--- config.mk ---
export PLATFORM = sky130hd
export DESIGN_NAME = apb_bus_arbiter
export DESIGN_NICKNAME = d
export VERILOG_FILES = /design/src/rtl/apb_arb_pkg.sv /design/src/rtl/rr_arb2.sv /design/src/rtl/apb_bus_arbiter.sv
export SDC_FILE = /design/constraint.sdc
export NUM_CORES = 1
export LEC_CHECK = 0
export ABC_AREA = 1
export BUFFER_PORTS_ARGS = -buffer_cell sky130_fd_sc_hd__clkbuf_2
export CORE_MARGIN = 10
export CORE_UTILIZATION = 49
export CTS_CLUSTER_SIZE = 14
export DETAILED_ROUTE_END_ITERATION = 8
export HOLD_SLACK_MARGIN = 0.02
export PLACE_DENSITY = 0.92
export SKIP_CTS_REPAIR_TIMING = 1
export SLEW_MARGIN = 15
export SYNTH_ARGS = -nofsm -noshare
export SYNTH_HDL_FRONTEND = slang
export SYNTH_HIERARCHICAL = 1
export SYNTH_SLANG_ARGS = --single-unit
--- constraint.sdc ---
create_clock -name CLK -period 2.5 [get_ports CLK]
set_input_delay 0.5 -clock CLK [delete_from_list [all_inputs] [get_ports CLK]]
set_output_delay 0.5 -clock CLK [all_outputs]
set_load 0.005 [all_outputs]
--- src/rtl/apb_arb_pkg.sv ---
// ---------------------------------------------------------------------------
// apb_arb_pkg
//   Shared types and constants for the two-master APB bus arbiter.
//   - state_e       : arbiter FSM state encoding (2 bits)
//   - ADDR_W_DEF    : default address width
//   - DATA_W_DEF    : default data width
//   - TIMEOUT_RDATA : read data returned to a master whose access timed out
//                     (only used when APB_TIMEOUT_EN is defined)
// ---------------------------------------------------------------------------
package apb_arb_pkg;

    localparam int ADDR_W_DEF = 32;
    localparam int DATA_W_DEF = 32;

    localparam logic [31:0] TIMEOUT_RDATA = 32'hDEAD_BEEF;

    typedef enum logic [1:0] {
        IDLE   = 2'd0,
        SETUP  = 2'd1,
        ACCESS = 2'd2,
        DONE   = 2'd3
    } state_e;

endpackage

--- src/rtl/rr_arb2.sv ---
// ---------------------------------------------------------------------------
// rr_arb2
//   Combinational two-way round-robin grant.
//   Ports:
//     req_i      [1:0] request vector, bit N = master N
//     last_gnt_i       index of the master granted most recently
//     gnt_o      [1:0] one-hot grant, 00 when nobody requests
// ---------------------------------------------------------------------------
module rr_arb2 (
    input  logic [1:0] req_i,
    input  logic       last_gnt_i,
    output logic [1:0] gnt_o
);

    always_comb begin
        gnt_o = req_i;
        // On a tie the master that did not win last time gets the bus.
        if (req_i == 2'b11) begin
            gnt_o = last_gnt_i ? 2'b01 : 2'b10;
        end
    end

endmodule

--- src/rtl/apb_bus_arbiter.sv ---
// ---------------------------------------------------------------------------
// apb_bus_arbiter
//   Shares one APB peripheral bus between master0 (MIPS core) and master1
//   (DMA/debug). Round-robin grant, SETUP->ACCESS sequencing per grant and a
//   one-cycle done pulse back to the winner. All outputs are registered.
//
//   Ports:
//     CLK, RESETn              clock, synchronous active-low reset
//     reqN_transfer/addr/write/wdata   master N request (level, held to done)
//     reqN_rdata, reqN_done    master N read data / completion pulse
//     gnt                      one-hot current owner, 00 when idle
//     PSEL, PENABLE, PADDR, PWRITE, PWDATA   bus request side
//     PRDATA, PREADY           bus response side
//     err                      timeout pulse coincident with done
//
//   Configuration: APB_TIMEOUT_EN enables an ACCESS-phase watchdog that
//   aborts after TIMEOUT_CYC not-ready cycles; without it err is tied 0 and
//   ACCESS waits for PREADY indefinitely.
// ---------------------------------------------------------------------------
module apb_bus_arbiter
    import apb_arb_pkg::*;
#(
    parameter int ADDR_W      = ADDR_W_DEF,
    parameter int DATA_W      = DATA_W_DEF,
    parameter int TIMEOUT_CYC = 16
) (
    input  logic              CLK,
    input  logic              RESETn,
    input  logic              req0_transfer,
    input  logic [ADDR_W-1:0] req0_addr,
    input  logic              req0_write,
    input  logic [DATA_W-1:0] req0_wdata,
    output logic [DATA_W-1:0] req0_rdata,
    output logic              req0_done,
    input  logic              req1_transfer,
    input  logic [ADDR_W-1:0] req1_addr,
    input  logic              req1_write,
    input  logic [DATA_W-1:0] req1_wdata,
    output logic [DATA_W-1:0] req1_rdata,
    output logic              req1_done,
    output logic [1:0]        gnt,
    output logic              PSEL,
    output logic              PENABLE,
    output logic [ADDR_W-1:0] PADDR,
    output logic              PWRITE,
    output logic [DATA_W-1:0] PWDATA,
    input  logic [DATA_W-1:0] PRDATA,
    input  logic              PREADY,
    output logic              err
);

    state_e                  state_q, state_d;
    logic [1:0]              gnt_q, gnt_d;
    logic                    last_q, last_d;
    logic                    psel_q, psel_d;
    logic                    penable_q, penable_d;
    logic [ADDR_W-1:0]       paddr_q, paddr_d;
    logic                    pwrite_q, pwrite_d;
    logic [DATA_W-1:0]       pwdata_q, pwdata_d;
    logic [1:0][DATA_W-1:0]  rdata_q, rdata_d;
    logic [1:0]              done_q, done_d;
    logic [1:0]              arb_gnt;

`ifdef APB_TIMEOUT_EN
    localparam int CNT_W = $clog2(TIMEOUT_CYC + 1);
    logic [CNT_W-1:0]        cnt_q, cnt_d;
    logic                    err_q, err_d;
`endif

    rr_arb2 u_arb (
        .req_i      ({req1_transfer, req0_transfer}),
        .last_gnt_i (last_q),
        .gnt_o      (arb_gnt)
    );

    always_comb begin
        state_d   = state_q;
        gnt_d     = gnt_q;
        last_d    = last_q;
        psel_d    = psel_q;
        penable_d = penable_q;
        paddr_d   = paddr_q;
        pwrite_d  = pwrite_q;
        pwdata_d  = pwdata_q;
        rdata_d   = rdata_q;
        done_d    = 2'b00;
`ifdef APB_TIMEOUT_EN
        cnt_d     = cnt_q;
        err_d     = 1'b0;
`endif
        case (state_q)
            IDLE: begin
                if (|arb_gnt) begin
                    // Request fields are captured once here; the bus never
                    // looks at the req inputs again for this grant.
                    paddr_d  = arb_gnt[1] ? req1_addr  : req0_addr;
                    pwrite_d = arb_gnt[1] ? req1_write : req0_write;
                    pwdata_d = arb_gnt[1] ? req1_wdata : req0_wdata;
                    gnt_d    = arb_gnt;
                    last_d   = arb_gnt[1];
                    psel_d   = 1'b1;
                    state_d  = SETUP;
                end
            end
            SETUP: begin
                penable_d = 1'b1;
                state_d   = ACCESS;
`ifdef APB_TIMEOUT_EN
                cnt_d     = '0;
`endif
            end
            ACCESS: begin
                if (PREADY) begin
                    psel_d    = 1'b0;
                    penable_d = 1'b0;
                    done_d    = gnt_q;
                    if (!pwrite_q) begin
                        rdata_d[gnt_q[1]] = PRDATA;
                    end
                    state_d   = DONE;
                end
`ifdef APB_TIMEOUT_EN
                else if (cnt_q == CNT_W'(TIMEOUT_CYC - 1)) begin
                    psel_d            = 1'b0;
                    penable_d         = 1'b0;
                    done_d            = gnt_q;
                    err_d             = 1'b1;
                    rdata_d[gnt_q[1]] = DATA_W'(TIMEOUT_RDATA);
                    state_d           = DONE;
                end else begin
                    cnt_d = cnt_q + CNT_W'(1);
                end
`endif
            end
            DONE: begin
                // Always pass through IDLE so a master that dropped its
                // request on done is never granted again on stale inputs.
                gnt_d   = 2'b00;
                state_d = IDLE;
            end
            default: state_d = IDLE;
        endcase
    end

    always_ff @(posedge CLK) begin
        if (!RESETn) begin
            state_q   <= IDLE;
            gnt_q     <= 2'b00;
            last_q    <= 1'b1;
            psel_q    <= 1'b0;
            penable_q <= 1'b0;
            paddr_q   <= '0;
            pwrite_q  <= 1'b0;
            pwdata_q  <= '0;
            rdata_q   <= '0;
            done_q    <= 2'b00;
`ifdef APB_TIMEOUT_EN
            cnt_q     <= '0;
            err_q     <= 1'b0;
`endif
        end else begin
            state_q   <= state_d;
            gnt_q     <= gnt_d;
            last_q    <= last_d;
            psel_q    <= psel_d;
            penable_q <= penable_d;
            paddr_q   <= paddr_d;
            pwrite_q  <= pwrite_d;
            pwdata_q  <= pwdata_d;
            rdata_q   <= rdata_d;
            done_q    <= done_d;
`ifdef APB_TIMEOUT_EN
            cnt_q     <= cnt_d;
            err_q     <= err_d;
`endif
        end
    end

    assign gnt        = gnt_q;
    assign PSEL       = psel_q;
    assign PENABLE    = penable_q;
    assign PADDR      = paddr_q;
    assign PWRITE     = pwrite_q;
    assign PWDATA     = pwdata_q;
    assign req0_rdata = rdata_q[0];
    assign req1_rdata = rdata_q[1];
    assign req0_done  = done_q[0];
    assign req1_done  = done_q[1];
`ifdef APB_TIMEOUT_EN
    assign err        = err_q;
`else
    assign err        = 1'b0;
`endif

endmodule

## Yosys cells after proc, flatten, opt, wreduce, memory -nomap -nowiden

Cells that the tools add are included.

- Output and inout bits: 136
- Logic and storage cells: 50
- Bits of input ports: 167
- Flip-flop bits (word level): 138

- $lt $le $gt $ge: 2
- Equality and inequality tests: 6
- Bitwise logic cells: 1
- Reductions and logical operators: 13
- Mux-type cells: 17

Operators with widths:

| kind | number |
|---|---|
| 32-bit two-way mux | 3 |
| 64-bit bitwise mux | 1 |
| 32-bit demux with 1-bit select | 1 |
| 2-bit two-way mux | 5 |
| 3-bit AND reduction | 3 |
| 2-bit case mux with 4 select lines | 1 |
| 2-bit AND reduction | 4 |
| 2-bit == test, second input constant | 3 |
| 2-bit nonzero test | 3 |
| 2-bit inequality test, second input constant | 2 |
| 1-bit case mux with 2 select lines | 2 |
| 2-bit case mux with 2 select lines | 1 |
| 1-bit two-way mux | 3 |
| 2-bit by 1-bit == test with 1-bit output, second input constant | 1 |
| 2-bit zero test | 1 |
| 1-bit by 2-bit < comparator with 1-bit output, second input constant | 1 |
| 2-bit OR reduction | 1 |
| 1-bit greater-or-equal comparator, second input constant | 1 |
| 1-bit logical AND | 1 |
| 1-bit NOT | 1 |

## Depth between registers and ports, before layout

Gate-level depths: netlist of the first run.

- Depth in word-level cells: 5
- Depth in mapped cells: 9
- Gate-level depth less buffers: 9

## Cells and area by module

The synthesis of the first run kept the hierarchy.

Modules (own cells, without submodules):

| module | cells each | area each (µm²) | seq. area each (µm²) | instances |
|---|---|---|---|---|
| apb_bus_arbiter | 848 | 6007.0 | 2762.6 | 1 |
| rr_arb2 | 5 | 21.3 | 0.0 | 1 |

## Least setup slack after synthesis of the first run

No wires, ideal clock.

- Path type: input to register
- Start point: in req1_transfer
- End point: reg pwrite_q (netlist: PWRITE)
- Required time: 2.387 ns
- Library setup time: 0.113 ns
- Setup slack: 1.037 ns
- Stages: 9
- Arrival time: 1.350 ns
- Cell sequence: inv_1 a21oi_1 buf_4 nor2_2 nor2_4 buf_6 buf_8 o21ai_1 nor2_1

- Cells in the longest elaborated chain, start to end: 4

RTL lines:

| what | RTL line | text |
|---|---|---|
| start, declared | apb_bus_arbiter.sv:35 | `input logic req1_transfer,` |
| 2-bit == test | rr_arb2.sv:18 | `if (req_i == 2'b11) begin` |
| 2-bit two-way mux * | rr_arb2.sv:18 |  |
| net arb_gnt[1] | apb_bus_arbiter.sv:62 | `logic [1:0] arb_gnt;` |
| 2-bit OR reduction | apb_bus_arbiter.sv:93 | `if (\|arb_gnt) begin` |
| 2-bit AND reduction (no line) | - |  |
| end signal, assigned | apb_bus_arbiter.sv:168 | `pwrite_q <= pwrite_d;` |
| end, declared | apb_bus_arbiter.sv:58 | `logic pwrite_q, pwrite_d;` |

The timed path passes the listed nets; every way through them passes the cells marked *.
A chain may end at the register's enable or synchronous reset.

## Final worst setup path of the first run

- Start point: reg gnt_q[1] (netlist: gnt[1])
- End point: out gnt[1]

RTL lines:

| what | RTL line | text |
|---|---|---|
| start, declared | apb_bus_arbiter.sv:53 | `logic [1:0] gnt_q, gnt_d;` |
| start signal, assigned | apb_bus_arbiter.sv:163 | `gnt_q <= gnt_d;` |
| end, declared | apb_bus_arbiter.sv:41 | `output logic [1:0] gnt,` |

No word-level cell between the ends.

==> impl_metrics.yaml, run 1 <==
floorplan:
  die_w_um: 131
  io_pins: 303
  chipHeight_um: 131
  core_area_um2: 12000
  start_util_pct: 50.2
  die_area_um2: 17100
  num_rows: 40
grt:
  grt_overflow: 0
  antenna_found_initial: 4
  grt_pass1_vias: 6380
  grt_use_total_pct: 23.0
  grt_first_pass_wirelength_um: 31200
  grt_max_degree: 134
critical_path:
  path_cells: "clkbuf_2"
  r2r_start: "state_q[0]$_SDFFE_PN0P_"
  start_kind: "register"
  cp-end-kind: "primary output"
  max_stage_delay_ps: 750
  worstPathRequired_ps: 2000
  critPathTopFamily: "flip-flops"
  crit_buf_inv: 1
  setup.worst_path.class: "register to primary output"
  slowest_stage: "dfxtp_1"
  critical_path.startpoint: "gnt[1]$_SDFFE_PN0P_"
  cp.arrival_ps: 1390
  cp_max_fo: 17
pwr:
  switching_share_pct: 33.4
  combPwrFrac_pct: 28.8
  p_clk_share_pct: 32.4
  internal_power_mw: 5.17
  leakage_nw: 4.01
  seqPwrFrac_pct: 38.8
  switching_power_mw: 2.59
  vdd_drop_max_mv: 0.456
  power.density_nw_per_um2: 960
timing:
  fin_skew_ps: 7.02
  period_share_pct: 75.4
  rsz0062_at_grt: "false"
  slew_headroom_pct: 55.5
  setup_viol: 0
  tightest_slew_ps: 667
  slew_viol_final: 0
  finalHoldViolCount: 0
  finalSetupTns_ps: 0
  max_freq_mhz: 530
  setup_ws_ps: 614
  fin_crit_ps: 1890
placed_design:
  place_ws_ps: 584
  gp_congestion: 0.862
  port-buffer-count: 301
  place_inst: 1249
  dp_hpwl_um: 15200
  dpl_cell_area_um2: 7480
yosys:
  ys_types: 22
  avgSynthCellArea_um2: 7.07
  yosys.area.top_type: "dfxtp_1"
  yosysWarnings: 6
  ys_seq_area_share_pct: 45.8
  syn-cell-area_um2: 6030
  synth_cells: 853
  synth_area_leaders: "dfxtp_1, nand2_1, nor2_1"
  yosys_register_bits: 138
  syn-num-nets: 1026
  synth_top_area_share_pct: 45.8
finish:
  area_delta_synth_final_pct: 34.0
  seq_area_um2: 2760
  n_fill_cell: 971
  nets: 1294
  design_area_um2: 8080
  multiInputGateArea_um2: 2580
  drive_gt1_share_pct: 31.1
  fin_cells: 1284
drt:
  ant_nets: 0
  num_vias: 6495
  drt_first_pass_iters: 5
  drc: 0
  drt-total-wl_um: 20400
  wl_per_cell_um: 15.9
  first_iter_violations: 355
  viasPerCell: 5.06
clock_tree:
  htree_levels: 4
  max-clock-path-buffers: 2
  cts_tree: "yes"
  clock_latency_ps: 410
  root_buffer: "clkbuf_16"
  cts_num_sinks: 138
  clk_pin_slew_worst_paths_ps: 60
  cts-buffers-inserted: 17
run_status:
  status: "finished clean"
worst_hold_path:
  hold_class: "input pin to register"
  hp-start: "PRDATA[7]"
flow_run:
  drv_cap: 0
[synth_stat cells]
cell type	count
nor2_2	2
clkbuf_2	1
nor2_4	1
o21ai_1	40
conb_1	1
buf_8	4
ha_1	6
inv_1	78
inv_2	2
buf_2	23
nand2_1	150
nand4_1	1
a21oi_1	69
nor2_1	136
o21ai_0	90
nand3_1	72
dfxtp_1	138
buf_6	9
clkbuf_1	23
o21ai_4	1
buf_4	5
nor3_1	1
[through the flow]
step                power [mW]  hold slack (ps)  util [%]
floorplan                 4.35              438         -
global placement          5.21              447      62.3
detailed placement        5.27              452      62.3
CTS                       7.80              337      67.2
global route              8.25              345      67.3
finish                    7.76              352      67.3
[per-layer routing]
| metal | track usage, % | up-vias | wire [µm] |
|---|---|---|---|
| li1 | - | 3261 | - |
| met1 | 24.3 | 2888 | 7480 |
| met2 | 37.9 | 290 | 9920 |
| met3 | 9.15 | 56 | 2180 |
| met4 | 14.1 | 0 | 813 |
| met5 | 0 | - | 0 |
[power groups by stage]
stage	sequential [mW]	combinational (mW)	clock, mW
after floorplan	3.03	1.32	0
after global placement	3.02	2.19	0
after detailed placement	3.02	2.25	0
after CTS	3.00	2.25	2.54
after global routing	3.07	2.52	2.65
final	3.01	2.23	2.52
[worst paths after layout]
kind	cells after the start	to	slack (ps)
max	1	gnt[1]	610
min	3	req0_rdata[7]$_SDFFE_PN0P_	350
max reg2reg	7	PADDR[12]$_SDFFE_PN0P_	670
min reg2reg	2	done_q[0]$_SDFF_PN0_	460
[final cells by class]
class	instances	area share, %
flip-flops and latches	138	34.2
multi-input cells	570	31.9
repair buffers	314	20.5
clock buffers	19	5.48
inverters	80	3.72
well taps	147	2.28
clock inverters	12	1.86
diodes	4	0.124
[placed cells by master (no fill, tap or decap), types with 9 or more instances in the layout]
cell type | synthesis | routed
inv_1 | 78 | 77
a21oi_1 | 69 | 68
dfxtp_1 | 138 | 138
nand2_1 | 150 | 150
nor2_1 | 136 | 136
o21ai_1 | 40 | 40
o21ai_0 | 90 | 90
nand3_1 | 72 | 72
clkbuf_2 | 1 | 301
clkbuf_16 | 0 | 17
buf_4 | 5 | 9
[state kept, by name (all words and copies together), names as in the netlist]
signal	cells
PADDR	32
req0_rdata	32
last_q	1
gnt	2
req1_rdata	32
PENABLE	1
done_q	2
PWDATA	32
state_q	2
PWRITE	1
PSEL	1
[cell families after synthesis]
family	Yosys count	share of synthesized area [%]
AO/OA/AOI/OAI	200	16.8
other	1	0.0622
adder cells (fa/ha/maj)	6	1.25
AND/OR/NAND/NOR	363	24.4
buffers and inverters	145	11.7
flip-flops	138	45.8
(Power assumes the default switching activity.)
==> run 2, diff against run 1 <==
--- a/config.mk
+++ b/config.mk
@@ -8,11 +8,11 @@
 export ABC_AREA = 1
 export BUFFER_PORTS_ARGS = -buffer_cell sky130_fd_sc_hd__clkbuf_2
 export CORE_MARGIN = 10
-export CORE_UTILIZATION = 49
+export CORE_UTILIZATION = 46
 export CTS_CLUSTER_SIZE = 14
 export DETAILED_ROUTE_END_ITERATION = 8
 export HOLD_SLACK_MARGIN = 0.02
-export PLACE_DENSITY = 0.92
+export PLACE_DENSITY = 0.88
 export SKIP_CTS_REPAIR_TIMING = 1
 export SLEW_MARGIN = 15
 export SYNTH_ARGS = -nofsm -noshare
==> constraint.sdc (replaced) <==
create_clock -name CLK -period 1.8 [get_ports CLK]
set_input_delay 0.36 -clock CLK [delete_from_list [all_inputs] [get_ports CLK]]
set_output_delay 0.36 -clock CLK [all_outputs]
set_load 0.005 [all_outputs]
==> impl_metrics.yaml, run 2 (synthesis gave the netlist of run 1 again) <==
finish:
  nets: 1304
  final_cell_mix: "clkbuf_2, nand2_1, dfxtp_1"
  drive_gt1_share_pct: 31.8
  fin_cells: 1317
  multiInputGateArea_um2: 2580
  seq_area_um2: 2760
  n_fill_cell: 1124
  mostFrequentLayoutCell: "clkbuf_2"
  area_delta_synth_final_pct: 36.3
drt:
  drt_first_pass_iters: 5
  viasPerCell: 4.93
  wl_per_cell_um: 15.5
  num_vias: 6492
  drc: 0
  first_iter_violations: 472
  drt-total-wl_um: 20500
  ant_nets: 0
pwr:
  switching_power_mw: 3.68
  seqPwrFrac_pct: 38.4
  leakage_nw: 4.06
  internal_power_mw: 7.15
  p_clk_share_pct: 31.7
  switching_share_pct: 34.0
  power.density_nw_per_um2: 1320
  vdd_drop_max_mv: 0.870
  combPwrFrac_pct: 29.9
grt:
  grt_pass1_vias: 6462
  grt_first_pass_wirelength_um: 31900
  grt_max_degree: 123
  grt_use_total_pct: 21.5
  antenna_found_initial: 1
  grt_overflow: 0
timing:
  finalHoldViolCount: 0
  max_freq_mhz: 608
  slew_viol_final: 0
  fin_crit_ps: 1650
  rsz0062_at_grt: "false"
  fin_skew_ps: 6.44
  finalSetupTns_ps: 0
  period_share_pct: 91.4
  setup_viol: 0
floorplan:
  die_w_um: 134
  num_rows: 41
  core_area_um2: 12700
  start_util_pct: 47.4
  die_area_um2: 18100
  chipHeight_um: 134
  io_pins: 303
clock_tree:
  clock_latency_ps: 410
  cts_tree: "yes"
  cts_num_sinks: 138
  clk_pin_slew_worst_paths_ps: 60
  root_buffer: "clkbuf_16"
  htree_levels: 4
  max-clock-path-buffers: 2
  cts-buffers-inserted: 17
critical_path:
  worstPathRequired_ps: 2140
  start_kind: "register"
  cp_max_fo: 28
  cp-end-kind: "register"
  cp.arrival_ps: 1980
  setup.worst_path.class: "register to register"
placed_design:
  place_inst: 1278
  gp_congestion: 0.838
  port-buffer-count: 301
  dp_hpwl_um: 15100
run_status:
  status: "finished clean"
worst_hold_path:
  hold_class: "input pin to register"
flow_run:
  drv_cap: 0
-- run 2: cell types whose count changed in the layout (fill, tap and decap cells not counted), moves of 2 or more --
| cell | change |
|---|---|
| diode_2 | -3 |
| clkinvlp_4 | +2 |
| buf_12 | +2 |
| inv_6 | +3 |
| buf_4 | +7 |
| clkinv_2 | -2 |
-- run 2: final cells by class --
class	count	area share (%)
repair buffers	324	21.6
well taps	172	2.62
multi-input cells	570	31.4
diodes	1	0.0305
clock buffers	19	5.39
clock inverters	13	1.74
flip-flops and latches	138	33.6
inverters	80	3.65
-- run 2: path summary, 6_finish.rpt --
kind,start,slack (ps),end,depth (start not counted)
max,state_q[0]$_SDFFE_PN0P_,150,req0_rdata[3]$_SDFFE_PN0P_,8
min,PRDATA[17],210,req1_rdata[17]$_SDFFE_PN0P_,3
max reg2reg,state_q[0]$_SDFFE_PN0P_,150,req0_rdata[3]$_SDFFE_PN0P_,8
min reg2reg,req1_rdata[14]$_SDFFE_PN0P_,460,req1_rdata[14]$_SDFFE_PN0P_,2
-- run 2: power by group through the flow --
| stage | registers [mW] | logic, mW | clock network (mW) |
|---|---|---|---|
| 4_1_cts | 4.15 | 3.24 | 3.47 |
| 2_1_floorplan | 4.20 | 1.84 | 0 |
| 3_3_place_gp | 4.17 | 3.14 | 0 |
| 5_1_grt | 4.23 | 3.66 | 3.60 |
| 6_report | 4.16 | 3.24 | 3.43 |
| 3_5_place_dp | 4.19 | 3.21 | 0 |
-- run 2: critical path, stage by stage (launching register included) --
cell	delay, ps
dfxtp_1	320
inv_1	150
ha_1	230
nand2_1	100
nor2_4	160
buf_4	150
clkbuf_16	190
nand3_1	80
a21oi_1	170
-- run 2: metal layers --
layer | part of all wire (%) | vias up | global-route usage [%]
li1 | - | 3276 | -
met4 | 2.9 | 0 | 8.71
met2 | 48 | 304 | 36.7
met5 | 0 | - | 0
met1 | 38 | 2874 | 22.9
met3 | 11 | 38 | 9.20
-- run 2: metrics by stage --
step                total power, mW  cell area [µm²]  hold slack, ps  util, %  setup WS [ps]
finish                         10.8             8220             208     64.6            155
global route                   11.5             8220             200     64.6           3.00
CTS                            10.9             8150             190     64.1            124
detailed placement             7.40             7560             454     59.5            151
global placement               7.30             7560             447     59.5            208
floorplan                      6.04             6030             438        -            387
==> run 3, diff against run 2 <==
--- a/config.mk
+++ b/config.mk
@@ -12,7 +12,7 @@
 export CTS_CLUSTER_SIZE = 14
 export DETAILED_ROUTE_END_ITERATION = 8
 export HOLD_SLACK_MARGIN = 0.02
-export PLACE_DENSITY = 0.88
+export PLACE_DENSITY = 0.81
 export SKIP_CTS_REPAIR_TIMING = 1
 export SLEW_MARGIN = 15
 export SYNTH_ARGS = -nofsm -noshare
==> impl_metrics.yaml, run 3 (synthesis gave the netlist of run 1 again) <==
placed_design:
  dp_hpwl_um: 15400
  gp_congestion: 0.826
  dpl_cell_area_um2: 7610
  place_ws_ps: 172
  port-buffer-count: 301
floorplan:
  start_util_pct: 47.4
  core_area_um2: 12700
  num_rows: 41
  chipHeight_um: 134
  die_w_um: 134
  io_pins: 303
  die_area_um2: 18100
critical_path:
  worstPathRequired_ps: 2140
  setup.worst_path.class: "register to register"
  path_cells: "inv_1 -> ha_1 -> inv_2 -> nor2_4 -> buf_12 -> o21ai_0 -> nor2_1"
  start_kind: "register"
  slowest_stage: "ha_1"
  max_stage_delay_ps: 340
  cp_max_fo: 66
  reg2regPathDepth: 7
  cp-end-kind: "register"
  cp.arrival_ps: 2030
grt:
  grt_use_total_pct: 21.7
  antenna_found_initial: 1
  grt_max_degree: 69
  grt_first_pass_wirelength_um: 32100
  grt_pass1_vias: 6228
  grt_overflow: 0
drt:
  viasPerCell: 4.86
  drt-total-wl_um: 20100
  ant_nets: 0
  first_iter_violations: 367
  drt_first_pass_iters: 5
  drc: 0
  num_vias: 6370
  wl_per_cell_um: 15.3
timing:
  rsz0062_at_grt: "false"
  max_freq_mhz: 594
  slew_viol_final: 0
  finalHoldViolCount: 0
  fin_skew_ps: 8.23
  setup_ws_ps: 116
  setup_viol: 0
  holdWs_ps: 207
  finalSetupTns_ps: 0
  period_share_pct: 93.5
  fin_crit_ps: 1680
clock_tree:
  clock_latency_ps: 410
  cts_tree: "yes"
  cts-buffers-inserted: 17
  clk_pin_slew_worst_paths_ps: 60
  root_buffer: "clkbuf_16"
  max-clock-path-buffers: 2
  htree_levels: 4
  cts_num_sinks: 138
run_status:
  status: "finished clean"
finish:
  area_delta_synth_final_pct: 37.0
  num_antenna_cells: 0
  nets: 1301
  drive_gt1_share_pct: 31.5
  final_cell_mix: "clkbuf_2, nand2_1, dfxtp_1"
  mostFrequentLayoutCell: "clkbuf_2"
  n_fill_cell: 1158
  design_area_um2: 8260
pwr:
  total_power_mw: 11.1
  power.density_nw_per_um2: 1350
  vdd_drop_max_mv: 0.918
  leakage_nw: 4.09
flow_run:
  drv_cap: 0
worst_hold_path:
  hold_class: "input pin to register"
  hold_depth: 3
==> run 3: cell count changes in the layout (fill, tap and decap cells not counted), sizes merged <==
cell,previous run,this run
diode,1,0
bufinv,2,5
clkinvlp,5,1
inv,83,81
clkbuf,321,320
clkinv,3,4
buf,22,20
==> run 3: path summary, 6_finish.rpt <==
kind | from | end | slack, ps
max | state_q[0]$_SDFFE_PN0P_ | PADDR[9]$_SDFFE_PN0P_ | 120
min | PRDATA[22] | req0_rdata[22]$_SDFFE_PN0P_ | 210
max reg2reg | state_q[0]$_SDFFE_PN0P_ | PADDR[9]$_SDFFE_PN0P_ | 120
min reg2reg | req1_rdata[24]$_SDFFE_PN0P_ | req1_rdata[24]$_SDFFE_PN0P_ | 460
==> run 3: area by class of cell <==
cell class              count  area (µm²)  area share (%)
flip-flops and latches    138        2760            33.5
clock buffers              19         453            5.48
clock inverters            11         194            2.35
repair buffers            321        1760            21.3
multi-input cells         570        2580            31.2
inverters                  80         300            3.64
well taps                 172         215            2.61
==> run 3: critical path, delay by kind of cell (launching register included) <==
| family | cells | cell delay (ps) |
|---|---|---|
| DFF | 1 | 330 |
| adders and majority gates | 1 | 340 |
| AOI/OAI and AO/OA | 1 | 120 |
| buffers and inverters | 3 | 510 |
| and+or+nand+nor | 2 | 260 |
==> run 3: metrics by stage <==
stage	std cells	utilization, %
after floorplan	853	-
after global placement	1281	59.8
after detailed placement	1281	59.8
after CTS	1311	64.9
after global routing	1311	64.9
final	1311	64.9
==> run 3: layer usage <==
| metal | part of all wire, % | GRT usage [%] | up-vias |
|---|---|---|---|
| li1 | - | - | 3268 |
| met1 | 38 | 23.5 | 2828 |
| met2 | 49 | 36.7 | 256 |
| met3 | 11 | 10.8 | 18 |
| met4 | 1.3 | 5.99 | 0 |
| met5 | 0 | 0 | - |
==> run 3: power breakdown <==
group	switching, mW	leakage, nW	internal (mW)
Combinational	1.90	2.65	1.30
Sequential	0.402	1.13	3.75
Clock	1.27	0.315	2.52
